==> src/rtl/stream_radix_parser.sv <==
// Streaming ASCII-to-binary converter: one character per transfer, MSD first,
// any radix 2..36, with sticky character/base/overflow error reporting per frame.
module stream_radix_parser #(
    parameter int unsigned OUT_W      = 32,
    parameter int unsigned MAX_DIGITS = 16
) (
    input  logic                             clk,
    input  logic                             rst,
    input  logic                             in_valid,
    output logic                             in_ready,
    input  logic [7:0]                       in_char,
    input  logic                             in_last,
    input  logic [5:0]                       base,
    output logic                             out_valid,
    input  logic                             out_ready,
    output logic [OUT_W-1:0]                 out_value,
    output logic [$clog2(MAX_DIGITS+1)-1:0]  out_ndigits,
    output logic                             out_err_char,
    output logic                             out_err_base,
    output logic                             out_overflow
);

    localparam int unsigned    NDW    = $clog2(MAX_DIGITS + 1);
    localparam logic [NDW-1:0] ND_MAX = NDW'(MAX_DIGITS);

    typedef enum logic [1:0] {
        IDLE,
        ACCUM,
        DRAIN,
        DONE
    } state_t;

    state_t           r_state;
    logic [5:0]       r_base;
    logic [OUT_W-1:0] r_acc;
    logic [NDW-1:0]   r_ndigits;
    logic             r_err_char;
    logic             r_err_base;
    logic             r_ovf;
    logic             r_seen_sig;

    state_t           w_state_n;
    logic [5:0]       w_base_n;
    logic [OUT_W-1:0] w_acc_n;
    logic [NDW-1:0]   w_ndigits_n;
    logic             w_err_char_n;
    logic             w_err_base_n;
    logic             w_ovf_n;
    logic             w_seen_sig_n;

    logic             w_xfer;
    logic             w_first;
    logic             w_dec_ok;
    logic [5:0]       w_dec_val;
    logic             w_is_nul;
    logic [5:0]       w_base_sel;
    logic             w_base_bad;
    logic             w_digit_ok;
    logic [OUT_W-1:0] w_acc_in;
    logic [NDW-1:0]   w_nd_in;
    logic             w_ovf_in;
    logic             w_seen_in;
    logic             w_sig;
    logic [OUT_W+5:0] w_prod;
    logic             w_prod_ovf;
    logic             w_cnt_ovf;

    assign in_ready     = (r_state != DONE);
    assign out_valid    = (r_state == DONE);
    assign out_value    = (r_err_char || r_err_base) ? '0 : (r_ovf ? '1 : r_acc);
    assign out_ndigits  = r_ndigits;
    assign out_err_char = r_err_char;
    assign out_err_base = r_err_base;
    assign out_overflow = r_ovf;

    always_comb begin
        w_dec_ok  = 1'b0;
        w_dec_val = '0;
        if (in_char >= 8'h30 && in_char <= 8'h39) begin
            w_dec_ok  = 1'b1;
            w_dec_val = 6'(in_char - 8'h30);
        end else if (in_char >= 8'h41 && in_char <= 8'h5A) begin
            w_dec_ok  = 1'b1;
            w_dec_val = 6'(in_char - 8'h37);
        end else if (in_char >= 8'h61 && in_char <= 8'h7A) begin
            w_dec_ok  = 1'b1;
            w_dec_val = 6'(in_char - 8'h57);
        end
    end

    // On the first character of a frame the registered context is stale, so
    // the arithmetic uses the live base input and a cleared accumulator.
    assign w_xfer     = in_valid && in_ready;
    assign w_first    = (r_state == IDLE);
    assign w_is_nul   = (in_char == 8'h00);
    assign w_base_sel = w_first ? base : r_base;
    assign w_base_bad = (w_base_sel < 6'd2) || (w_base_sel > 6'd36);
    assign w_digit_ok = w_dec_ok && (w_dec_val < w_base_sel);
    assign w_acc_in   = w_first ? '0 : r_acc;
    assign w_nd_in    = w_first ? '0 : r_ndigits;
    assign w_ovf_in   = w_first ? 1'b0 : r_ovf;
    assign w_seen_in  = w_first ? 1'b0 : r_seen_sig;
    assign w_sig      = w_seen_in || (w_dec_val != 6'd0);
    assign w_prod     = {6'b0, w_acc_in} * {{OUT_W{1'b0}}, w_base_sel}
                      + {{OUT_W{1'b0}}, w_dec_val};
    assign w_prod_ovf = |w_prod[OUT_W+5:OUT_W];
    assign w_cnt_ovf  = w_sig && (w_nd_in == ND_MAX);

    always_comb begin
        w_state_n    = r_state;
        w_base_n     = r_base;
        w_acc_n      = r_acc;
        w_ndigits_n  = r_ndigits;
        w_err_char_n = r_err_char;
        w_err_base_n = r_err_base;
        w_ovf_n      = r_ovf;
        w_seen_sig_n = r_seen_sig;

        if (w_xfer && w_first) begin
            w_base_n     = base;
            w_acc_n      = '0;
            w_ndigits_n  = '0;
            w_err_char_n = 1'b0;
            w_err_base_n = 1'b0;
            w_ovf_n      = 1'b0;
            w_seen_sig_n = 1'b0;
        end

        case (r_state)
            IDLE, ACCUM: begin
                if (w_xfer) begin
                    if (w_first && w_base_bad) begin
                        w_err_base_n = 1'b1;
                        w_state_n    = DRAIN;
                    end else if (w_is_nul) begin
                        w_state_n = ACCUM;
                    end else if (!w_digit_ok) begin
                        w_err_char_n = 1'b1;
                        w_state_n    = DRAIN;
                    end else begin
                        w_state_n = ACCUM;
                        if (w_sig) begin
                            w_seen_sig_n = 1'b1;
                            if (!w_cnt_ovf) begin
                                w_ndigits_n = w_nd_in + NDW'(1);
                            end
                        end
                        w_ovf_n = w_ovf_in || w_prod_ovf || w_cnt_ovf;
                        w_acc_n = (w_ovf_in || w_prod_ovf || w_cnt_ovf) ? '1 : w_prod[OUT_W-1:0];
                    end
                    if (in_last) begin
                        w_state_n = DONE;
                    end
                end
            end
            DRAIN: begin
                if (w_xfer && in_last) begin
                    w_state_n = DONE;
                end
            end
            DONE: begin
                if (out_ready) begin
                    w_state_n = IDLE;
                end
            end
            default: w_state_n = IDLE;
        endcase
    end

    always_ff @(posedge clk) begin
        if (rst) begin
            r_state    <= IDLE;
            r_base     <= '0;
            r_acc      <= '0;
            r_ndigits  <= '0;
            r_err_char <= 1'b0;
            r_err_base <= 1'b0;
            r_ovf      <= 1'b0;
            r_seen_sig <= 1'b0;
        end else begin
            r_state    <= w_state_n;
            r_base     <= w_base_n;
            r_acc      <= w_acc_n;
            r_ndigits  <= w_ndigits_n;
            r_err_char <= w_err_char_n;
            r_err_base <= w_err_base_n;
            r_ovf      <= w_ovf_n;
            r_seen_sig <= w_seen_sig_n;
        end
    end

endmodule

==> config.mk <==
export PLATFORM = sky130hd
export DESIGN_NAME = stream_radix_parser
export DESIGN_NICKNAME = d
export VERILOG_FILES = /design/src/rtl/stream_radix_parser.sv
export SDC_FILE = /design/constraint.sdc
export NUM_CORES = 1
export LEC_CHECK = 0
export ABC_CLOCK_PERIOD_IN_PS = 6600
export CAP_MARGIN = 20
export CORE_UTILIZATION = 35
export DETAILED_ROUTE_END_ITERATION = 16
export PLACE_DENSITY = 0.59
export SYNTH_ARGS = -nofsm -noshare
export SYNTH_HDL_FRONTEND = slang
export SYNTH_SLANG_ARGS = --single-unit
==> constraint.sdc <==
create_clock -name clk -period 6.6 [get_ports clk]
set_input_delay 0.66 -clock clk [delete_from_list [all_inputs] [get_ports clk]]
set_output_delay 0.66 -clock clk [all_outputs]
set_load 0.02 [all_outputs]
## Word level (Yosys, flattened, before mapping)

Index checks and enable logic that the tools add are counted.

| word-level totals | value |
|---|---|
| word-level logic and storage cells | 110 |
| register bits after elaboration | 49 |
| input port bits | 19 |
| output and inout port bits | 42 |

| cells by class | value |
|---|---|
| multiplexer cells | 59 |
| reduce and logical (&&, ||, !) cells | 20 |
| multiply operators | 1 |
| equal/unequal tests | 8 |
| $lt $le $gt $ge | 9 |
| add/subtract/negate cells | 5 |

Operators by type and width:

| kind | count |
|---|---|
| $mux W32 | 10 |
| $mux W5 | 9 |
| $add A38 B6 Y38 | 1 |
| $mul A32 B6 Y38 | 1 |
| $mux W1 | 28 |
| $mux W6 | 4 |
| $ge A8 B7 Y1 const B | 2 |
| $le A8 B7 Y1 const B | 2 |
| $mux W2 | 7 |
| $sub A6 B6 Y6 const B | 2 |
| $logic_and A1 B1 Y1 | 9 |
| $ge A8 B6 Y1 const B | 1 |
| $le A8 B6 Y1 const B | 1 |
| $logic_not A8 Y1 | 1 |
| $gt A6 B6 Y1 const B | 1 |
| $lt A6 B2 Y1 const B | 1 |
| $lt A6 B6 Y1 | 1 |
| $ne A2 B2 Y1 const B | 3 |
| $pmux W2 S3 | 1 |
| $reduce_bool A6 Y1 | 1 |
| $reduce_or A6 Y1 | 1 |
| $sub A6 B5 Y6 const B | 1 |
| $add A5 B1 Y5 const B | 1 |
| $eq A5 B5 Y1 const B | 1 |
| 7 further kinds | 12 |

## Longest topological paths before layout

Gate-level depths: netlist of the first run.

| logic depth | value |
|---|---|
| depth after elaboration | 15 |
| gate-level depth with buffers | 24 |
| gate-level depth less buffers | 20 |

## Worst setup path after synthesis of the first run

Ideal clock, no wire load.

| path | value |
|---|---|
| kind | flip-flop to flip-flop |
| start | register r_state[0] |
| end | register r_acc[15] |
| library setup time | 0.127 ns |
| clock period less this slack | 6.072 ns |
| buffers on the path | 4 |
| required time | 6.473 ns |
| slack | 0.528 ns |
| data arrival time | 5.944 ns |
| cell stages (with the launch flop) | 25 |
| cell sequence | dfxtp_1 > or2_2 > clkbuf_1 > clkbuf_1 > clkbuf_1 > and2_1 > nand2_1 > fa_1 > fa_1 > inv_1 > fa_1 > inv_1 > fa_1 > inv_1 > ha_1 > a21o_1 > a221o_1 > a41oi_1 > nand4_1 > a21o_1 > a221oi_1 > nand4_1 > buf_2 > nor2_1 > o2bb2ai_1 |

| on the way | value |
|---|---|
| longest elaborated chain between the ends | 13 |
| elaborated cells on any way between the ends | 32 |
| classes of those cells | add/sub (1); mul (1); order compare (3); eq/ne (3); mux (12); reduce/logical (12) |

Ends and longest elaborated chain:

| element | RTL line | text |
|---|---|---|
| start: declaration | 33 | `state_t r_state;` |
| start signal: assignment | 181 | `r_state <= w_state_n;` |
| $logic_not A2 Y1 | 94, 129 |  |
| $mux W32 / $mux W6 (equally long branches) | 99, 96 |  |
| $mul A32 B6 Y38 | 104 | `assign w_prod = {6'b0, w_acc_in} * {{OUT_W{1'b0}}, w_base_sel}` |
| $add A38 B6 Y38 | 105 | `+ {{OUT_W{1'b0}}, w_dec_val};` |
| $reduce_or A6 Y1 | 106 | `assign w_prod_ovf = \|w_prod[OUT_W+5:OUT_W];` |
| $logic_or A1 B1 Y1 (2 in a row) | 149 | `w_acc_n = (w_ovf_in \|\| w_prod_ovf \|\| w_cnt_ovf) ? '1 : w_prod[OUT_W-1:0];` |
| $mux W32 | 149 |  |
| $mux W32 | 137 | `end else if (!w_digit_ok) begin` |
| $mux W32 | 135 | `end else if (w_is_nul) begin` |
| $mux W32 | 132 | `if (w_first && w_base_bad) begin` |
| $mux W32 | 131 | `if (w_xfer) begin` |
| $mux W32 * | 129 | `case (r_state)` |
| end signal: assignment | 183 | `r_acc <= w_acc_n;` |
| end: declaration | 35 | `logic [OUT_W-1:0] r_acc;` |

Every way passes the cells marked *; elsewhere a longest branch is shown, timed or not.
A chain may end at the register's enable or synchronous reset.

## Worst setup path after layout of the first run

| path | value |
|---|---|
| start | register r_state[0] |
| end | register r_acc[23] |

The elaborated chain is that of the path after synthesis.

==> results.ini, run 1 <==
[run_status]
status = finished, final reports clean

[floorplan]
initial_core_util_pct = 35.77
row_count = 60
die_y_um = 168.0
io_pins = 61
fp.dieArea_um2 = 28210
dieWidth_um = 168.0
core_area_um2 = 26950

[sta]
skew_ns = 0.008759
worst-slew-pin-transition_ns = 1.042
fmax_mhz = 165.8
hold_viol = 0
whs_ns = 0.4822
setup_viol = 0
rsz0062_at_grt = false
slew_headroom_pct = 30.53
finalCriticalPeriod_ns = 6.032
fin_crit_sh_pct = 91.39
setup_tns_ns = 0
slew_violations = 0

[place]
dp_cells = 1481
portBuffers = 60
dpl.hpwl_um = 21190
gp_congestion = 0.9235

[setup_path]
cp_max_fo = 9
timing.rr.start = r_state[0]
setup.worst_path.start = r_state[0]
critical_path_arrival_ns = 6.20
slowest_stage = fa_1
path_common_cell = fa_1
crit_family = adder cells
end_kind = register
cpPeakStageDelay_ns = 0.54
r2r_slack_ns = 0.57
cp-start-kind = register
path_buf_inv = 5
cp.depth = 22
reg2regPathDepth = 22
crit_end = r_acc[23]
reg2reg_to = r_acc[23]
worstPathCellList = or2_4 -> and2_1 -> nand2_1 -> fa_1 -> fa_1 -> inv_1 -> fa_1 -> inv_1 -> fa_1 -> inv_1 -> ha_1 -> a21o_1 -> a221o_1 -> a41oi_1 -> nand4_1 -> a21o_1 -> a221oi_1 -> nand4_1 -> buf_4 -> buf_4 -> nor3_1 -> nor3_1
crit_type = register to register
crit_required_ns = 6.77

[global_route]
grt_pass1_wl_um = 45570
antenna_found_initial = 0
grt_overflow_total = 0
grt_start_max_net_pins = 84
first_global_vias = 8697
grt_util_all_layers_pct = 19.86

[clock_network]
tritoncts = yes
root_buffer = clkbuf_16
cts_buffers = 5
cts_hold_buffers = 0
clock_path_buffers = 2
cts_num_sinks = 49
path_clk_slew_ns = 0.07
h-tree-depth = 2
insertion_delay_ns = 0.30

[routing]
wl_per_cell_um = 18.46
viasPerCell = 5.793
drc = 0
vias = 8638
drt_wl_total_um = 27520
first_pass_iters = 5
drtAntennaViolNets = 0
drt_iter0_drc = 689

[yosys]
ys_ff_latch = 49
ys_types = 65
syn_avg_cell_area_um2 = 8.449
synth_ff_type = dfxtp_1
async_flop_share_pct = 0
synth_cells = 1141
synth_sequential_area_ratio_pct = 10.18
syn-num-nets = 1380
netlist_area_um2 = 9640
synth_edf_count = 0
yosys_warnings = 0

[flow_run]
drv_cap = 0

[worst_hold_path]
hp-class = register to register

[power_and_ir_drop]
p_leak_nw = 5.538
vdd_drop_max_uv = 90.06
power_density_nw_per_um2 = 84.27
power.total_mw = 0.9013

[cells_and_area]
drive_above_1_share_pct = 4.000
diodes = 0
area_growth_syn_to_layout_pct = 10.94
post-route-util_pct = 39.68
instances_no_fill = 1491
nets = 1389

[cell usage in the layout (no fill, tap or decap), types with 19 or more instances in the layout]
master,synthesis,final
nor3_1,21,20
o21a_1,38,38
a21oi_1,84,84
and2_1,41,41
and3_1,159,159
o21ai_0,42,42
fa_1,123,123
nand3_1,19,19
ha_1,97,97
dfxtp_1,49,48
nand2_1,81,81
nor2_1,58,57
inv_1,51,51
clkdlybuf4s50_1,0,60
nand4_1,20,20
[registers in the layout, summed over array words and instances, names as in the netlist]
name          cells
r_acc            32
out_err_char      1
r_seen_sig        1
out_err_base      1
r_state           2
out_overflow      1
out_ndigits       5
r_base            6
[tightest hold or removal path, stage by stage, from the launching register on]
cell and delay, ns:
dfxtp_1 0.31, nand2_1 0.05, a21oi_1 0.07
[metal layers]
metal / routed length [µm] / track usage [%] / up-vias / share of wire [%]
met2: 12820 / 32.99 / 228 / 47
met1: 13040 / 27.93 / 4290 / 47
met3: 1259 / 1.622 / 32 / 4.6
met4: 399 / 4.707 / 0 / 1.5
met5: 0 / 0 / - / 0
li1: - / - / 4088 / -
[worst min-delay path by stage]
stage	to	cells after the start	slack, ns	startpoint
after detailed placement	r_base[2]	2	0.47	r_base[2]
after global placement	r_base[2]	2	0.45	r_base[2]
after global routing	r_base[2]	2	0.50	r_base[2]
after CTS	r_base[2]	2	0.48	r_base[2]
after floorplan	r_base[2]	2	0.44	r_base[2]
final	r_base[2]	2	0.48	r_base[2]
[synth_stat cells (9+ instances only)]
library cell	count	share of area [%]
clkbuf_1	71	2.8
fa_1	123	26
ha_1	97	13
inv_1	51	2.0
o211ai_1	11	0.86
nand3_1	19	0.99
o2bb2ai_1	18	1.6
xor2_1	17	1.5
and3_1	159	10
nand2_1	81	3.2
nor2_1	58	2.3
and2_1	41	2.7
dfxtp_1	49	10
a311oi_1	11	1.0
nand2b_1	9	0.58
o21ai_0	42	2.2
nor3_1	21	1.1
xnor2_1	17	1.5
o21a_1	38	3.0
a31oi_1	12	0.78
a21oi_1	84	4.4
nand4_1	20	1.3
[metrics by stage]
step,instance area (µm²),worst slack (ns)
final,10700,0.5682
after global routing,10700,0.2693
after CTS,10670,0.3059
after detailed placement,10530,0.2465
after global placement,10530,0.3656
after floorplan,9641,0.5283
[report_power, final]
group          internal, mW  leakage, nW  switching (mW)
Combinational         0.100         5.07           0.194
Clock                 0.150       0.0700           0.124
Sequential            0.307        0.397          0.0257
Total                 0.557         5.54           0.344
[repair_timing]
item / in CTS / in global routing
resized for setup: 0 / 2
endpoints found under the hold margin: 0 / 0
setup buffers: 0 / 2
setup endpoints to repair: 0 / 27
[cells by family (layout without fill, tap and decap cells)]
group                    Yosys count  after routing  share of synthesized area [%]
buffers and inverters            130            139                          5.165
adder cells (fa/ha/maj)          220            220                          38.13
AND/OR/NAND/NOR                  432            432                          24.24
multiplexers                       4              4                         0.4153
XOR/XNOR                          34             34                          3.089
AO/OA/AOI/OAI                    272            272                          18.78
flip-flops                        49             49                          10.18
[layout make-up]
cell class              count  area [µm²]
repair buffers             80       773.2
well taps                 341       426.7
inverters                  52       198.9
flip-flops and latches     49       982.2
clock buffers               7       142.6
multi-input cells         962        8172
fillers                  2756       16260
No activity file was read; power rests on OpenSTA's default activity.
==> run 2: changes to the inputs <==
Settings changed: CORE_UTILIZATION 35 to 55, CTS_BUF_LIST set to sky130_fd_sc_hd__clkbuf_4, CTS_CLUSTER_SIZE set to 8, PLACE_DENSITY 0.59 to 0.82.
==> run 2 against run 1 <==
Flip-flop and latch count stayed put; die area is 36% lower; setup slack worse by 0.20 ns; via count is 1.8% higher; sequential share of layout area is 0.20 points higher; cell count is 7.8% lower; count of clock-buffer cells in the layout is 2 lower; critical path type unchanged; critical endpoint is now r_acc[30]; highest routed layer unchanged.
==> results.ini, run 2 (synthesized netlist as in run 1, its figures left out) <==
[global_route]
first_global_vias = 8613  ; -0.97%
grt_pass1_wl_um = 43080  ; -5.5%
antenna_found_initial = 0  ; unchanged
grt_util_all_layers_pct = 29.57  ; +9.7 points
grt_overflow_total = 0  ; unchanged
grt_start_max_net_pins = 78  ; -7.1%

[place]
gp_congestion = 1.004  ; +8.7%
placed_cell_area_um2 = 10370  ; -1.5%
dpl.hpwl_um = 19670  ; -7.2%
portBuffers = 60  ; unchanged

[floorplan]
die_y_um = 134.4  ; -20%
dieWidth_um = 134.4  ; -20%
initial_core_util_pct = 56.13  ; +20 points
fp.dieArea_um2 = 18060  ; -36%
io_pins = 61  ; unchanged
core_area_um2 = 17180  ; -36%
row_count = 48  ; -20%

[routing]
drtAntennaViolNets = 0  ; unchanged
viasPerCell = 6.398  ; +10%
first_pass_iters = 5  ; unchanged
drt_iter0_drc = 877  ; +27%
vias = 8791  ; +1.8%
wl_per_cell_um = 18.84  ; +2.1%
drc = 0  ; unchanged
drt_wl_total_um = 25890  ; -5.9%

[cells_and_area]
nets = 1386  ; -0.22%
layout_common_cells = and3_1, fa_1, ha_1
final_common_cell = and3_1
drive_above_1_share_pct = 3.659  ; -0.34 points
stdcell_area_um2 = 10450  ; -2.3%
largest_reg_flops = 32  ; unchanged
regMostFlops = r_acc
fill_cells = 1506  ; -45%
post-route-util_pct = 60.85  ; +21 points
area_growth_syn_to_layout_pct = 8.410

[setup_path]
crit_family = adder cells
path_common_cell = fa_1
critical_path_arrival_ns = 6.51  ; +0.31 ns
cp-start-kind = register
crit_type = register to register
worstPathCellList = or2_4 -> and2_1 -> nand2_1 -> fa_1 -> fa_1 -> inv_1 -> fa_1 -> inv_1 -> fa_1 -> inv_1 -> ha_1 -> a21o_1 -> a221o_1 -> a41oi_1 -> nand4_1 -> a21o_1 -> a221oi_1 -> nand4_1 -> buf_4 -> nor3_1 -> a221oi_1
crit_required_ns = 6.88  ; +0.11 ns
path_buf_inv = 4  ; -1
slowest_stage = fa_1
end_kind = register
cpPeakStageDelay_ns = 0.55  ; about the same
setup.worst_path.start = r_state[0]
timing.rr.start = r_state[0]
cp_max_fo = 37  ; +28

[clock_network]
post_cts_resized = 0  ; unchanged
tritoncts = yes
root_buffer = clkbuf_4
h-tree-depth = 2  ; unchanged
postCtsSetupBuffers = 0  ; unchanged
cts_buffers = 5  ; unchanged
insertion_delay_ns = 0.39  ; +0.09 ns
path_clk_slew_ns = 0.15  ; +0.08 ns
clock_path_buffers = 2  ; unchanged
cts_num_sinks = 49  ; unchanged
cts_hold_buffers = 0  ; unchanged

[power_and_ir_drop]
power_density_nw_per_um2 = 77.37  ; -8.2%
vdd_drop_max_uv = 76.38  ; -15%
power.total_mw = 0.8086  ; -10%
p_leak_nw = 5.486  ; -0.95%

[sta]
rsz0062_at_grt = false
slew_violations = 0  ; unchanged
setup_tns_ns = 0  ; unchanged
skew_ns = 0.005841  ; -0.002918 ns
slew_headroom_pct = 27.13  ; -3.4 points
whs_ns = 0.4939  ; +0.01168 ns
setup_viol = 0  ; unchanged
fmax_mhz = 160.5  ; -3.2%
finalCriticalPeriod_ns = 6.230  ; +0.1982 ns
fin_crit_sh_pct = 94.39  ; +3.0 points
worst-slew-pin-transition_ns = 1.066  ; +0.02345 ns
hold_viol = 0  ; unchanged

[flow_run]
drv_cap = 0  ; unchanged

[worst_hold_path]
hp-class = register to register
hold_start = r_base[2]

[run_status]
status = finished, final reports clean

==> run 2: area by class of cell <==
type / count / area, µm² / share of cell area (%)
Timing Repair Buffer: 77 / 740.7 / 7.087
Clock inverter: 3 / 41.29 / 0.3951
Tap cell: 225 / 281.5 / 2.694
Sequential cell: 49 / 980.9 / 9.386
Multi-Input combinational cell: 962 / 8172 / 78.19
Inverter: 52 / 195.2 / 1.868
Clock buffer: 5 / 37.54 / 0.3592
Antenna cell: 1 / 2.502 / 0.02394
==> run 2: path summary, 6_finish.rpt <==
| path | endpoint | slack, ns | cells past startpoint |
|---|---|---|---|
| setup / recovery | r_acc[30] | 0.37 | 21 |
| hold / removal | r_base[2] | 0.49 | 2 |
| setup reg to reg | r_acc[30] | 0.37 | 21 |
| hold reg to reg | r_base[2] | 0.49 | 2 |
==> run 2: stage by stage <==
step,std cells,setup WS (ns)
floorplan,1141,0.5283
finish,1374,0.3700
detailed placement,1365,0.4328
CTS,1373,0.4387
global route,1373,0.02504
global placement,1365,0.6389
==> run 2: tightest hold or removal path, stage by stage (launching register included) <==
cell	delay (ns)
dfxtp_1	0.35
nand2_1	0.06
a21oi_1	0.06
==> run 2: report_power, final <==
group          switching, mW  internal [mW]  total (mW)
Sequential            0.0262          0.308       0.334
Clock                  0.109         0.0785       0.187
Combinational          0.189         0.0980       0.287
==> run 2: routing by layer <==
metal	routed length [µm]	vias up	part of all wire, %	global-route usage, %
met4	668	0	2.6	9.426
li1	-	4087	-	-
met1	11540	4341	45	40.72
met2	12170	307	47	49.08
met5	0	-	0	0
met3	1511	56	5.8	2.646
